<file path="src/rtl/qei_multi.sv">
// Multi-channel quadrature encoder interface: per-channel sync/filter, 4x decode,
// index latch and error counting, with a 16-word memory-mapped register port.
module qei_multi #(
  parameter int CHANNELS = 3,
  parameter int CNT_W    = 32,
  parameter int FILT_LEN = 4
) (
  input  logic                clk,
  input  logic                reset_n,
  input  logic [CHANNELS-1:0] enc_a,
  input  logic [CHANNELS-1:0] enc_b,
  input  logic [CHANNELS-1:0] enc_z,
  input  logic [3:0]          address,
  input  logic                read,
  input  logic                write,
  input  logic [31:0]         writedata,
  output logic [31:0]         readdata,
  output logic [CHANNELS-1:0] index_irq
);

  localparam logic [4:0] FL = 5'(FILT_LEN);

  logic [1:0]  sync_vld;
  logic [31:0] reg_word [CHANNELS][4];
  logic [31:0] rd_word;
  logic        unused_wdata;

  assign unused_wdata = ^writedata[31:4];

  // Filters ignore the synchroniser contents until real pin samples have reached them
  always_ff @(posedge clk) begin
    if (!reset_n) sync_vld <= '0;
    else          sync_vld <= {sync_vld[0], 1'b1};
  end

  for (genvar g = 0; g < CHANNELS; g++) begin : g_ch
    logic [2:0]      sync1, sync2, cand, filt;
    logic [2:0][4:0] run;
    logic            primed, z_prev;
    logic [1:0]      prev_ab, cur_ab, g_cur, g_prev;
    logic [CNT_W-1:0] pos, idx_pos;
    logic            index_seen, error, rst_on_index, invert_dir;
    logic [7:0]      err_cnt;
    logic            wr_ctrl, zero_pos, clr_status, changed, illegal, step, step_up, z_rise, ready;
    logic [31:0]     pos_w, idx_w;

    // Gray position 00,10,11,01 -> 0,1,2,3 so a forward step is a +1 modulo 4
    always_comb begin
      cur_ab     = {filt[0], filt[1]};
      g_cur      = {cur_ab[0], cur_ab[1] ^ cur_ab[0]};
      g_prev     = {prev_ab[0], prev_ab[1] ^ prev_ab[0]};
      changed    = primed && (cur_ab != prev_ab);
      illegal    = changed && ((cur_ab ^ prev_ab) == 2'b11);
      step       = changed && !illegal;
      step_up    = ((g_cur - g_prev) == 2'd1) ^ invert_dir;
      z_rise     = filt[2] && !z_prev;
      ready      = (run[0] >= FL) && (run[1] >= FL);
      wr_ctrl    = write && (address == {2'(g), 2'd3});
      zero_pos   = wr_ctrl && writedata[0];
      clr_status = wr_ctrl && writedata[1];
      pos_w      = '0;
      pos_w[CNT_W-1:0] = pos;
      idx_w      = '0;
      idx_w[CNT_W-1:0] = idx_pos;
    end

    always_ff @(posedge clk) begin
      if (!reset_n) begin
        sync1 <= '0; sync2 <= '0; cand <= '0; filt <= '0; run <= '0;
        primed <= 1'b0; z_prev <= 1'b0; prev_ab <= '0;
        pos <= '0; idx_pos <= '0; index_seen <= 1'b0; error <= 1'b0; err_cnt <= '0;
        rst_on_index <= 1'b0; invert_dir <= 1'b0;
      end else begin
        sync1 <= {enc_z[g], enc_b[g], enc_a[g]};
        sync2 <= sync1;
        // run counts consecutive samples equal to cand; filt follows once the run is long enough
        if (sync_vld[1]) begin
          for (int k = 0; k < 3; k++) begin
            if (sync2[k] == cand[k]) begin
              if (run[k] < FL) run[k] <= run[k] + 5'd1;
              if (run[k] + 5'd1 >= FL) filt[k] <= cand[k];
            end else begin
              cand[k] <= sync2[k];
              run[k]  <= 5'd1;
              if (FL == 5'd1) filt[k] <= sync2[k];
            end
          end
        end
        z_prev <= filt[2];
        if (primed) prev_ab <= cur_ab;
        else if (ready) begin
          primed  <= 1'b1;
          prev_ab <= cur_ab;
        end
        if (zero_pos)                     pos <= '0;
        else if (z_rise && rst_on_index)  pos <= '0;
        else if (step)                    pos <= step_up ? pos + CNT_W'(1) : pos - CNT_W'(1);
        if (z_rise) idx_pos <= pos;
        index_seen <= z_rise || (index_seen && !clr_status);
        error      <= illegal || (error && !clr_status);
        if (clr_status)                      err_cnt <= illegal ? 8'd1 : 8'd0;
        else if (illegal && err_cnt != 8'hFF) err_cnt <= err_cnt + 8'd1;
        if (wr_ctrl) {invert_dir, rst_on_index} <= writedata[3:2];
      end
    end

    assign reg_word[g][0] = pos_w;
    assign reg_word[g][1] = idx_w;
    assign reg_word[g][2] = {16'd0, err_cnt, 6'd0, error, index_seen};
    assign reg_word[g][3] = {28'd0, invert_dir, rst_on_index, 2'b00};
    assign index_irq[g]   = index_seen;
  end

  always_comb begin
    rd_word = '0;
    for (int i = 0; i < CHANNELS; i++)
      if (address[3:2] == 2'(i)) rd_word = reg_word[i][address[1:0]];
  end

  always_ff @(posedge clk) begin
    if (!reset_n)  readdata <= '0;
    else if (read) readdata <= rd_word;
  end

endmodule
</file>
<file path="config.mk">
export PLATFORM = sky130hd
export DESIGN_NAME = qei_multi
export DESIGN_NICKNAME = d
export VERILOG_FILES = /design/src/rtl/qei_multi.sv
export SDC_FILE = /design/constraint.sdc
export NUM_CORES = 1
export LEC_CHECK = 0
export CORE_AREA = 2 2 189 209
export CTS_CLUSTER_SIZE = 24
export DETAILED_ROUTE_END_ITERATION = 7
export DIE_AREA = 0 0 191 211
export GPL_ROUTABILITY_DRIVEN = 0
export PLACE_DENSITY_LB_ADDON = 0.15
export REMOVE_ABC_BUFFERS = 1
export SYNTH_ARGS = -nofsm -noshare
export SYNTH_HDL_FRONTEND = slang
export SYNTH_SLANG_ARGS = --single-unit
</file>
<file path="constraint.sdc">
create_clock -name clk -period 9 [get_ports clk]
set_input_delay 1.35 -clock clk [delete_from_list [all_inputs] [get_ports clk]]
set_output_delay 1.35 -clock clk [all_outputs]
set_load 0.02 [all_outputs]
</file>
==> metrics.md <==
| Metric | Value |
|---|---|
| Sequential fraction of the synthesis area | 0.355 |
| Die X | 191 µm |
| Clock slew at reported path FFs | 0.06 ns |
| PwrDens | 152 nW/µm² |
| IO Port Bufs | 55 |
| Clock Sinks | 355 |
| Core Area | 38000 µm² |
| Average cell area after synthesis | 8.00 µm² |
| DR pass1 iterations | 5 |
| WL/cell | 19.1 µm |
| Post-Syn Instances | 2501 |
| Die Y-Extent | approximately 210 µm |
| Commonest non-fill, non-tap cell in the layout | dfxtp_1 |
| Die area | 40300 µm² |
| Tmin final | 4.80 ns |
| Rows | 75 |
| H-tree depth | 2 |
| Worst Setup End Kind | register |
| Max Buffers Root-to-Sink | 3 |
| CP Data Required Time | 9.44 ns |
| Total CTS buffers | 40 |
| Remaining DRCs | 0 |
| Final Hold Fails | 0 |
| Cells after DPL | 2867 |
| Layout area overhead | 8.09% |
| Postcts setup bufs | 0 |
| Clk_lat worst skew | roughly 0.57 ns |
| CTS tree | done |
| Peak VDD IR | 0.147 mV |
| GRT Overall Usage | 0.279 |
| Largest fanout on the critical path | 30 |
| WL final | around 56 mm |
| Gates resized, CTS repair | 0 |
| Max-Cap Viols | 0 |
| Synth area leader | dfxtp_1 |
| Num ports | 84 |
| Mapped cell area | between 15000 and 20000 µm² |
| Routed vias/inst | 6.23 |
| Worst r2r path cells | 14 |
| Register bit total from synthesis | 355 |
| Hold Path Origin | g_ch[0].sync1[2]$_SDFF_PN0_ |
| Post-synth top area share | 0.355 |
| Most used flip-flop cell after synthesis | dfxtp_1 |
| Worst flop-to-flop path endpoint | g_ch[0].pos[24]$_SDFFE_PP0P_ |
| Share of layout cells above drive strength 1 | 0.0788 |
| Max-slew headroom | 0.0898 |
| Number of global-route vias before repair | 17224 |
| Post-DP HPWL | ~38 mm |
| RSZ-0062 raised after global routing | false |
| Final-stage net count | around 2500 |
| Internal reg-to-reg setup slack | 4.20 ns |
| CP Class | register to register |
| Top cells by area, synth | dfxtp_1, nand2_1, a21oi_1, nor2_1, mux4_2 |
| Ys async rst share | 0 |
| Worst reg2reg startpoint | g_ch[0].prev_ab[0]$_SDFFE_PN0P_ |
| Root buf cell | clkbuf_16 |
| Fin Setup TNS | 0 ns |
| Outcome | complete, no violations |
| Final ANT Viol Nets | 0 |
| Final setup violation count | 0 |
| EDFF count, synth | 0 |
| Cell variety after synth | 99 |
| Most frequent cells in the layout | dfxtp_1, nand2_1, nor2_1 |
| Non-filler cells, final | 2937 |
| Endpoint, Worst Hold | g_ch[0].sync2[2]$_SDFF_PN0_ |
| Skew final | about 0.019 ns |
| Worst-Margin Slew | approximately 1.4 ns |
| GR Overflow Total | 0 |
| Fin. max-slew vios | 0 |
| CTS Hold Bufs | 0 |
| Period utilization | 0.533 |
| Hold WC Path Type | register to register |
| Crit path arrival time | 5.24 ns |
| F_max | ~0.21 GHz |
| Startpoint types | register |
| Vias | 18299 |
| Initial DRC Count | 1553 |
| Pin count of the biggest net entering global routing | 79 |
| Global-route wire length before repair | 90.7 mm |
| Cells on Worst Hold Path | 1 |
| Synth warn | 0 |
| Crit path launch | g_ch[0].prev_ab[0]$_SDFFE_PN0P_ |
| P_leak | 7.77 nW |
| Initial core utilization | 0.526 |
| Initial antenna violation count | 0 |
| Antenna diodes | 0 |
[synthesized netlist by cell type, drive strengths merged, types with 43 or more instances]
library cell	instances
dfxtp	355
nand2	349
nor2	248
a21oi	195
clkbuf	176
o21ai	114
nand4	90
nor3	88
nand3	77
xor2	55
nor4	52
mux2i	51
xnor2	49
and2	43
[worst max-delay path by stage]
stage	to	slack (ns)	cells after the start
6_report	g_ch[0].pos[24]$_SDFFE_PP0P_	4.20	14
3_5_place_dp	g_ch[1].pos[18]$_SDFFE_PP0P_	4.28	14
2_1_floorplan	g_ch[2].pos[29]$_SDFFE_PP0P_	4.96	5
5_1_grt	g_ch[1].pos[18]$_SDFFE_PP0P_	3.79	14
3_3_place_gp	g_ch[1].pos[18]$_SDFFE_PP0P_	4.37	14
4_1_cts	g_ch[1].pos[18]$_SDFFE_PP0P_	4.25	14
[logic make-up after synthesis]
family,synth area share
AOI/OAI and AO/OA,0.163
xor gates and xnor gates,0.0514
adders and majority gates,0.0169
buffers and inverters,0.0547
DFF,0.355
muxes,0.0751
and+or+nand+nor,0.284
[registers in the layout, indices dropped and copies added, names as in the netlist]
register and flops:
readdata 32, g_ch.primed 3, g_ch.invert_dir 3, g_ch.err_cnt 24, g_ch.idx_pos 96, g_ch.sync1 9
g_ch.pos 96, g_ch.error 3, g_ch.cand 9, g_ch.z_prev 3, g_ch.prev_ab 6, g_ch.index_seen 3
g_ch.rst_on_index 3, g_ch.sync2 9, g_ch.run 45, sync_vld 2, g_ch.filt 9
[cell type report]
type                    count  area [µm²]
clock buffers              58        1140
clock inverters            12        77.6
fillers                  3487       16400
inverters                  36         140
multi-input cells        1896       11800
flip-flops and latches    355        7110
well taps                 500         626
repair buffers             80         718
[per-stage QoR]
stage          setup WS, ns   util  instance area [µm²]  hold slack (ns)  power, W
2_1_floorplan          4.96      -                19000            0.412   0.00170
3_3_place_gp           4.37  0.537                20400            0.417   0.00177
3_5_place_dp           4.28  0.537                20400            0.420   0.00177
4_1_cts                4.25  0.569                21600            0.432   0.00331
5_1_grt                3.79  0.569                21600            0.450   0.00339
6_report               4.20  0.569                21600            0.430   0.00328
[critical path, cell delays in order (launching register included)]
cell and delay [ns]:
dfxtp_1 0.47, xor2_1 0.19, ha_1 0.21, xor3_1 0.31, nor3_1 0.51, or2_2 0.59
xnor2_1 0.19, ha_1 0.30, nand3_1 0.13, nor3_1 0.49, nor4b_1 0.46, or4bb_1 0.53
o31ai_1 0.09, xnor2_1 0.15, nor2_1 0.05
[report_power, final]
group | total [W] | switching, W | internal (W)
Combinational | 0.000142 | 0.0000943 | 0.0000480
Sequential | 0.00160 | 0.0000111 | 0.00158
Clock | 0.00154 | 0.000662 | 0.000878
Total | 0.00328 | 0.000767 | 0.00251
[layer usage]
layer / wire length [µm] / GRT usage
met5: 0 / 0
met4: 1650 / 0.107
met3: 3840 / 0.0351
met2: 26700 / 0.464
met1: 23900 / 0.369
Power figures use the tool's default switching activity.
